<file path="src/rtl/fetch_req_sched_pkg.sv">
// Shared constants, state/priority encodings and helpers for the IF-stage fetch-request scheduler.
package fetch_req_sched_pkg;

    localparam logic [31:0] RESET_PC_DEF      = 32'hBFC0_0000;
    localparam int unsigned FETCH_BLOCK_BYTES = 16;
    localparam int unsigned INFL_W            = 2;

    typedef enum logic [1:0] {
        ST_IDLE  = 2'd0,
        ST_REQ   = 2'd1,
        ST_STALL = 2'd2
    } fetch_state_e;

    // Next-PC sources, listed from highest to lowest priority
    typedef enum logic [2:0] {
        SRC_CP0  = 3'd0,
        SRC_SBA  = 3'd1,
        SRC_BSC  = 3'd2,
        SRC_BTB  = 3'd3,
        SRC_SEQ  = 3'd4,
        SRC_HOLD = 3'd5
    } npc_src_e;

    function automatic logic [3:0] inst_enable(input logic [1:0] word_ofs);
        return 4'b1111 << word_ofs;
    endfunction

endpackage

</file>
<file path="src/rtl/fetch_npc_sel.sv">
// Next fetch-PC selection: fixed-priority redirect mux plus sequential fetch-block adder.
module fetch_npc_sel
    import fetch_req_sched_pkg::*;
(
    input  logic [31:0] i_pc,
    input  logic        i_exc,
    input  logic [31:0] i_exc_dest,
    input  logic        i_sba,
    input  logic [31:0] i_sba_dest,
    input  logic        i_bsc,
    input  logic [31:0] i_bsc_dest,
    input  logic        i_btb_take,
    input  logic [31:0] i_btb_dest,
    input  logic        i_handshake,
    output logic [31:0] o_npc_c,
    output logic        o_redirect_c,
    output logic        o_update_c
);

    npc_src_e    w_src;
    logic [31:0] w_seq;

    // Sequential target is the next aligned fetch block; wraps naturally at 2^32
    assign w_seq = (i_pc & ~32'(FETCH_BLOCK_BYTES - 1)) + 32'(FETCH_BLOCK_BYTES);

    always_comb begin
        w_src = SRC_HOLD;
        if (i_exc)                         w_src = SRC_CP0;
        else if (i_sba)                    w_src = SRC_SBA;
        else if (i_bsc)                    w_src = SRC_BSC;
        else if (i_handshake && i_btb_take) w_src = SRC_BTB;
        else if (i_handshake)              w_src = SRC_SEQ;
    end

    always_comb begin
        o_npc_c = i_pc;
        case (w_src)
            SRC_CP0: o_npc_c = i_exc_dest;
            SRC_SBA: o_npc_c = i_sba_dest;
            SRC_BSC: o_npc_c = i_bsc_dest;
            SRC_BTB: o_npc_c = i_btb_dest;
            SRC_SEQ: o_npc_c = w_seq;
            default: o_npc_c = i_pc;
        endcase
    end

    assign o_redirect_c = i_exc | i_sba | i_bsc;
    assign o_update_c   = (w_src != SRC_HOLD);

endmodule

</file>
<file path="src/rtl/fetch_req_sched.sv">
// IF-stage fetch-request scheduler: owns the fetch PC, the I-cache request handshake,
// in-flight limiting and stale-response discard tracking after redirects.
module fetch_req_sched
    import fetch_req_sched_pkg::*;
#(
    parameter logic [31:0] RESET_PC     = RESET_PC_DEF,
    parameter int unsigned MAX_INFLIGHT = 2
)(
    input  logic        clk,
    input  logic        rst,
    input  logic        CP0_excOccur_w_i,
    input  logic [31:0] CP0_excDest_i,
    input  logic        SBA_flush_w_i,
    input  logic [31:0] SBA_flushDest_i,
    input  logic        BSC_needCancel_w_i,
    input  logic [31:0] BSC_dest_i,
    input  logic        BTB_validTake_i,
    input  logic [31:0] BTB_validDest_i,
    input  logic        inst_index_ok_i,
    input  logic        inst_data_ok_i,
    input  logic        FCT_valid_i,
    input  logic        SCT_allowin_w_i,
    output logic        inst_req_o,
    output logic [31:0] PCR_VAddr_o,
    output logic [3:0]  PCR_instEnable_o,
    output logic        FRS_cancel_o,
    output logic        FRS_drop_o,
    output logic [1:0]  FRS_inflight_o
);

    fetch_state_e      r_state;
    logic [31:0]       r_pc;
    logic [3:0]        r_en;
    logic [INFL_W-1:0] r_inflight;
    logic [INFL_W-1:0] r_discard;

    logic              w_can_issue;
    logic              w_hs;
    logic              w_redirect;
    logic              w_update;
    logic [31:0]       w_npc;
    logic [INFL_W-1:0] w_infl_next;
    logic [INFL_W-1:0] w_disc_next;

    // A response arriving while at the limit does not free a slot until next cycle
    assign w_can_issue = (r_inflight < INFL_W'(MAX_INFLIGHT)) && (!FCT_valid_i || SCT_allowin_w_i);
    assign inst_req_o  = (r_state != ST_IDLE) && w_can_issue;
    assign w_hs        = inst_req_o && inst_index_ok_i;

    fetch_npc_sel u_npc_sel (
        .i_pc         (r_pc),
        .i_exc        (CP0_excOccur_w_i),
        .i_exc_dest   (CP0_excDest_i),
        .i_sba        (SBA_flush_w_i),
        .i_sba_dest   (SBA_flushDest_i),
        .i_bsc        (BSC_needCancel_w_i),
        .i_bsc_dest   (BSC_dest_i),
        .i_btb_take   (BTB_validTake_i),
        .i_btb_dest   (BTB_validDest_i),
        .i_handshake  (w_hs),
        .o_npc_c      (w_npc),
        .o_redirect_c (w_redirect),
        .o_update_c   (w_update)
    );

    // In-flight count saturates at zero on a spurious response
    always_comb begin
        w_infl_next = r_inflight;
        if (w_hs && !inst_data_ok_i)
            w_infl_next = r_inflight + INFL_W'(1);
        else if (!w_hs && inst_data_ok_i && (r_inflight != '0))
            w_infl_next = r_inflight - INFL_W'(1);
    end

    // On redirect every access still owed by the cache, including one accepted now, is stale
    always_comb begin
        w_disc_next = r_discard;
        if (w_redirect)
            w_disc_next = w_infl_next;
        else if (inst_data_ok_i && (r_discard != '0))
            w_disc_next = r_discard - INFL_W'(1);
    end

    always_ff @(posedge clk or negedge rst) begin
        if (!rst) begin
            r_state    <= ST_IDLE;
            r_pc       <= RESET_PC;
            r_en       <= inst_enable(RESET_PC[3:2]);
            r_inflight <= '0;
            r_discard  <= '0;
        end else begin
            if (w_update) begin
                r_pc <= w_npc;
                r_en <= inst_enable(w_npc[3:2]);
            end
            r_inflight <= w_infl_next;
            r_discard  <= w_disc_next;
            if (w_redirect) begin
                r_state <= ST_REQ;
            end else begin
                case (r_state)
                    ST_IDLE:  r_state <= ST_REQ;
                    ST_REQ:   if (!w_can_issue) r_state <= ST_STALL;
                    ST_STALL: if (w_can_issue)  r_state <= ST_REQ;
                    default:  r_state <= ST_IDLE;
                endcase
            end
        end
    end

    assign PCR_VAddr_o      = r_pc;
    assign PCR_instEnable_o = r_en;
    assign FRS_inflight_o   = r_inflight;
    assign FRS_cancel_o     = w_hs && w_redirect;
    assign FRS_drop_o       = inst_data_ok_i && (r_discard != '0);

endmodule

</file>
<file path="config.mk">
export PLATFORM = sky130hd
export DESIGN_NAME = fetch_req_sched
export DESIGN_NICKNAME = d
export VERILOG_FILES = /design/src/rtl/fetch_req_sched_pkg.sv /design/src/rtl/fetch_npc_sel.sv /design/src/rtl/fetch_req_sched.sv
export SDC_FILE = /design/constraint.sdc
export NUM_CORES = 1
export LEC_CHECK = 0
export CAP_MARGIN = 20
export CORE_MARGIN = 2
export CORE_UTILIZATION = 30
export DETAILED_ROUTE_END_ITERATION = 6
export PLACE_DENSITY = 0.65
export SYNTH_ARGS = -nofsm -noshare
export SYNTH_HDL_FRONTEND = slang
export SYNTH_SLANG_ARGS = --single-unit
</file>
<file path="constraint.sdc">
create_clock -name clk -period 2.9 [get_ports clk]
set_input_delay 0.58 -clock clk [delete_from_list [all_inputs] [get_ports clk]]
set_output_delay 0.58 -clock clk [all_outputs]
set_load 0.05 [all_outputs]
</file>
=== Word level (Yosys, flattened, before mapping) ===
Cells that the tools add are included.

* Register bits: 42
* Bits of input ports: 138
* Output and inout bits: 41
* Word-level logic and storage cells: 59

* Add/sub/neg operators: 4
* Magnitude comparators: 1
* Eq/ne operators: 9
* Shift-type cells: 1
* Muxes and demuxes: 14
* Bitwise logic cells: 2
* Reductions and logical operators: 22

{| class="wikitable"
|+ Operator list
! cell !! number
|-
| $pmux W32 S5 || 1
|-
| $add A32 B5 Y32 const B || 1
|-
| $mux W2 || 7
|-
| $mux W3 || 4
|-
| $logic_and A1 B1 Y1 || 9
|-
| $ne A3 B3 Y1 const B || 3
|-
| $reduce_bool A2 Y1 || 4
|-
| $eq A3 B2 Y1 const B || 2
|-
| $pmux W2 S3 || 1
|-
| $reduce_bool A5 Y1 || 1
|-
| $reduce_and A2 Y1 || 2
|-
| $shl A4 B2 Y4 const A || 1
|-
| $sub A2 B1 Y2 const B || 2
|-
| $eq A3 B1 Y1 const B || 1
|-
| $eq A3 B3 Y1 const B || 1
|-
| $logic_not A1 Y1 || 3
|-
| $logic_not A3 Y1 || 1
|-
| $add A2 B1 Y2 const B || 1
|-
| $eq A2 B1 Y1 const B || 1
|-
| $eq A2 B2 Y1 const B || 1
|-
| $logic_not A2 Y1 || 1
|-
| $lt A2 B2 Y1 const B || 1
|-
| $or A1 B1 Y1 || 2
|-
| $logic_or A1 B1 Y1 || 1
|-
| $mux W1 || 1
|}

=== Longest topological paths before layout ===
* Depth after elaboration: 13
* Depth in mapped cells: 9
* Gate-level depth less buffers: 7

=== Hierarchy ===
From an unflattened synthesis, not the netlist that was laid out.

* Cell total of the unflattened synthesis: 441
* Area, all modules: 3597.2 um^2

{| class="wikitable"
|+ Modules (own cells, without submodules)
! module !! instances !! cells an instance !! area each (um^2) !! seq. area each (um^2)
|-
| fetch_npc_sel || 1 || 318 || 1879.3 || 0.0
|-
| fetch_req_sched || 1 || 123 || 1717.9 || 1041.0
|}

=== Least setup slack after synthesis ===
OpenSTA, ideal clock, no wires.

* Path kind: flip-flop to output port
* From: register r_inflight[1], in the netlist FRS_inflight_o[1]
* To: output port FRS_cancel_o
* Data arrival time: 2.139 ns
* Data required time: 2.320 ns
* Setup slack: 0.181 ns
* Stages on the path, launching flop included: 6
* Path buffers: 3
* Cell sequence: dfrtp_1 > buf_2 > or3_1 > clkbuf_1 > clkbuf_1 > nor2_1

* Word-level cells in the longest chain between the ends: 5

{| class="wikitable"
|+ Ends and longest elaborated chain
! what !! line !! text
|-
| from (decl) || fetch_req_sched.sv:34 || <nowiki>logic [INFL_W-1:0] r_inflight;</nowiki>
|-
| from (signal assigned) || fetch_req_sched.sv:96 || <nowiki>r_inflight <= w_infl_next;</nowiki>
|-
| $lt A2 B2 Y1 || fetch_req_sched.sv:46 || <nowiki>assign w_can_issue = (r_inflight < INFL_W'(MAX_INFLIGHT)) && (!FCT_valid_i || SCT_allowin_w_i);</nowiki>
|-
| $logic_and A1 B1 Y1 || fetch_req_sched.sv:46 ||
|-
| $logic_and A1 B1 Y1 || fetch_req_sched.sv:47 || <nowiki>assign inst_req_o = (r_state != ST_IDLE) && w_can_issue;</nowiki>
|-
| $logic_and A1 B1 Y1 || fetch_req_sched.sv:48 || <nowiki>assign w_hs = inst_req_o && inst_index_ok_i;</nowiki>
|-
| $logic_and A1 B1 Y1 || fetch_req_sched.sv:114 || <nowiki>assign FRS_cancel_o = w_hs && w_redirect;</nowiki>
|-
| to (decl) || fetch_req_sched.sv:26 || <nowiki>output logic FRS_cancel_o,</nowiki>
|}

Every way passes these cells.

=== Worst setup path after layout ===
* From: input port FCT_valid_i
* To: output port FRS_cancel_o

* Word-level cells in the longest chain between the ends: 6

{| class="wikitable"
|+ Ends and longest elaborated chain
! what !! line !! text
|-
| from (decl) || fetch_req_sched.sv:21 || <nowiki>input logic FCT_valid_i,</nowiki>
|-
| $logic_not A1 Y1 || fetch_req_sched.sv:46 ||
|-
| $logic_or A1 B1 Y1 || fetch_req_sched.sv:46 ||
|-
| $logic_and A1 B1 Y1 || fetch_req_sched.sv:46 ||
|-
| $logic_and A1 B1 Y1 || fetch_req_sched.sv:47 ||
|-
| $logic_and A1 B1 Y1 || fetch_req_sched.sv:48 ||
|-
| $logic_and A1 B1 Y1 || fetch_req_sched.sv:114 ||
|}

Every way passes these cells.

==> impl.org <==
** Clocking
- CTS H-tree lvls :: 2
- Count of instances resized after the clock tree is built :: 0
- In this run, CTS created clock tree buffers numbering 5.
- Clk root buf :: clkbuf_8
- The clock reaches the later pin of the worst-skew pair after 0.30 ns.
- In this run, post-CTS hold repair placed 0 buffers.
- Number of post-CTS setup repair buffers :: 0
- The longest clock path from root to sink contains 2 buffers.
- CTS saw approximately 40 sinks.
- CTS tree :: built
- After clock tree synthesis, the clock-pin slew on the worst setup and hold paths is about 0.090 ns.

** Route
- For this run, the detailed router's first-pass iteration total came to 5.
- The detail route stage leaves a number of antenna-violating nets equal to 0.
- After the first detailed-routing iteration, the DRC count stood at approximately 220.
- In the routed design, unresolved DRC markers number 0.
- After detailed routing, the total wire length is between 10000 and 15000 µm.
- Wirelength per Cell :: 18.63 µm
- Using the TritonRoute via totals, the vias-per-cell ratio works out to between 5 and 6.
- Vias after detailed routing :: around 4000

** Worst setup path
- For the worst setup path, the data required time is roughly 2.3 ns.
- The critical path is of the in2out type.
- The worst register-to-register path ends at PCR_VAddr_o[13]$_DFFE_PN0P_.
- Crit path max-delay family :: simple AND/OR/NAND/NOR gates
- At the worst endpoint, the arrival time is 1.93 ns.
- Cell-by-cell trace of the critical path :: clkdlybuf4s50_1 > nor2b_1 > or3_1 > nor2_1 > buf_4
- The worst setup path is launched from an input pin.
- For the worst flop-to-flop path, the logic depth is 6.
- Critical path endpoint category :: output port
- The startpoint identified for the worst register-to-register timing path is FRS_inflight_o[1]$_DFF_PN0_.
- For this design, the slowest cell found on the critical path is or3_1.
- Buf/Inv on CP :: 2
- The setup check on the worst reg-to-reg path leaves a slack of 0.87 ns.
- Slowest Stage Delay on Critical Path :: 0.44 ns
- Maximum fanout along the worst path :: 5

** Synthesis
- After technology mapping, the gate count stands at between 400 and 500.
- Most frequently used flop master after synthesis :: dfrtp_1
- Post-Synthesis Cell Area :: ~0.0032 mm²
- Cells taking the most area after synthesis :: dfrtp_1 23%, dfstp_2 9.9%, a21oi_1 9.3%
- Number of nets in the synthesized netlist :: around 550
- Synthesis inferred slightly above 40 register bits.
- Area share of the leading cell type in the synthesized netlist :: 0.2279
- Biggest area consumer among synthesized cells :: dfrtp_1
- By count the netlist is led by 59 x a21oi_1, 36 x nand2_1, 29 x dfrtp_1, 24 x o21ai_0, 23 x nor2_1.
- For this run, the register share of the synthesized area comes to 0.3269.
- The average instance in the mapped netlist occupies 7.882 µm².
- Count of warnings emitted by yosys :: 0
- Most frequent cell after synthesis :: a21oi_1
- Async S/R FF share, synth :: 1.000
- The number of different library cells used by synthesis comes to 48.
- The synthesized design contains 0 enable-type register cells.

** Global route
- Wire length of the first global-routing pass :: just over 20000 µm
- Entering global routing, the biggest net connects 56 pins.
- Global route total overflow :: 0
- The number of global-route vias before repair came to ~3800.
- Initial antenna violation count :: 0
- In the global route stage, overall resource usage came out at 0.2246.

** Layout
- Relative to the synthesized area, the layout overhead comes to 66.21%.
- The number of antenna diodes in the final layout is 0.
- Total Nets Final :: between 700 and 800
- The filler cells instantiated in the layout total roughly 1000.
- Of the cells placed in the final design, the portion with a size suffix greater than 1 is 0.09655.

** Timing
- Setup tns final :: 0 ns
- Final setup skew :: about 0.013 ns
- In the post-route analysis, the smallest setup slack over all paths is approximately 0.39 ns.
- Final period util :: 0.8657
- The final count of hold timing violations is 0.
- Based on the critical path, the design can be clocked at up to approximately 0.40 GHz.
- Counting I/O delays and the setup requirement, the final critical path takes ~2.5 ns.
- Number of pins exceeding their max-slew limit in the final report :: 0
- Unrepaired setup endpoints after global routing :: no
- At the pin with the least slew margin, the transition time is 0.9872 ns.
- Max-slew headroom at the worst pin :: 0.3418
- Setup violations remaining at the end of the flow were counted as 0.

** Floorplanning
- In this run the horizontal extent of the chip is about 110 µm.
- Initial cell density of the core :: 0.3084
- The total area inside the core boundary comes to approximately 0.010 mm².
- The die covers about 0.011 mm².
- I/O pin cnt :: around 180
- From bottom edge to top edge, the die measures ~110 µm.
- Row generation in the floorplan step produced 37 rows.

** Placement
- Routability-driven placement finished with a final weighted congestion of ~0.91.
- Placement Setup Slack :: around 0.27 ns
- Port Buf Inserts :: approximately 180
- Placed wire-length estimate after detailed placement :: around 10000 µm

** Outcome
- Run status :: finished clean

** Pwr
- For this design the static power due to leakage is between 2 and 2.5 nW.
- Total power density per cell area :: just over 500 mW/mm²
- The worst-case IR drop observed on VDD is 0.2473 mV.

** Worst hold path
- Worst min path class :: in2async

** Run
- Max-cap violations in this run came to 0.
==> metrics by stage <==
stage	total power [mW]	hold slack [ns]	cell area, µm²	cells	util
after floorplan	1.584	0.2844	3184	404	-
after global placement	2.128	0.4525	5159	708	0.4997
after detailed placement	2.153	0.4606	5159	708	0.4997
after CTS	2.711	0.4543	5293	716	0.5127
after global routing	2.846	0.4939	5293	716	0.5127
final	2.700	0.4250	5293	716	0.5127
==> layout make-up <==
class,count,area (µm²),area share
Multi-Input combinational cell,318,1956,0.3695
Timing Repair Buffer,201,1947,0.3678
Sequential cell,41,1041,0.1967
Tap cell,136,170.2,0.03215
Clock buffer,5,68.82,0.01300
Clock inverter,3,65.06,0.01229
Inverter,12,45.04,0.008511
==> power breakdown <==
part	internal, mW	switching [mW]
logic	0.576	0.751
clock network	0.342	0.217
registers	0.693	0.121
total	1.61	1.09
==> worst register-to-register path: cells and delay by family (launching register included) <==
family | cells | cell delay [ns]
AOI/OAI and AO/OA | 4 | 0.70
buffers and inverters | 1 | 0.23
DFF | 1 | 0.49
and+or+nand+nor | 1 | 0.51
==> flip-flops by register name, summed over array words and instances (netlist names), named ones only <==
signal / flops
PCR_VAddr_o: 31
PCR_instEnable_o: 3
FRS_inflight_o: 2
r_discard: 2
r_state: 2
==> how the worst max path moves through the flow <==
stage	start	to	slack, ns	cells after the start
floorplan	FRS_inflight_o[1]$_DFF_PN0_	FRS_cancel_o	0.18	5
global placement	FCT_valid_i	FRS_cancel_o	0.36	5
detailed placement	FCT_valid_i	PCR_VAddr_o[13]$_DFFE_PN0P_	0.27	8
CTS	FCT_valid_i	FRS_cancel_o	0.34	5
global route	FCT_valid_i	FRS_cancel_o	0.27	5
finish	FCT_valid_i	FRS_cancel_o	0.39	5
==> layout by cell type, fill, tap and decap left out, drive strengths merged, types with 2 or more instances in the layout <==
cell           Yosys  routed
a2bb2oi            6       6
mux2               2       2
inv               12      12
o221ai            13      13
buf               11      29
a31oi              3       3
nor2              24      24
dfrtp             29      29
xor2               4       4
nand3             15      15
or3                3       3
ha                 3       3
bufinv             0       2
a221oi            14      14
clkdlybuf4s50      0     172
nand2             36      36
o22a              12      12
a22oi             20      20
xnor2              4       4
o22ai              6       6
o21ai             25      25
and3              13      13
o32a               2       2
clkbuf            22       5
a211oi             3       3
mux2i              2       2
nor3              11      11
and4               4       4
a21oi             59      59
nor2b             14      14
dfstp             12      12
o21a               9       9
==> per-layer routing <==
layer,part of all wire,up-vias,global-route usage,wire length (µm)
met5,0,-,0,0
met4,0.015,0,0.04453,195
met3,0.10,18,0.05714,1369
met2,0.46,219,0.3775,6168
met1,0.42,1878,0.2919,5604
li1,-,1883,-,-
==> cells by family after synthesis <==
kind of cell / Yosys count / synth area share
other: 1 / 0.001178
adders and majority gates: 3 / 0.01179
buffers and inverters: 45 / 0.05972
DFF: 41 / 0.3269
muxes: 4 / 0.01336
AOI/OAI and AO/OA: 176 / 0.3662
and+or+nand+nor: 126 / 0.1988
xor gates and xnor gates: 8 / 0.02200
(Power assumes the default switching activity.)
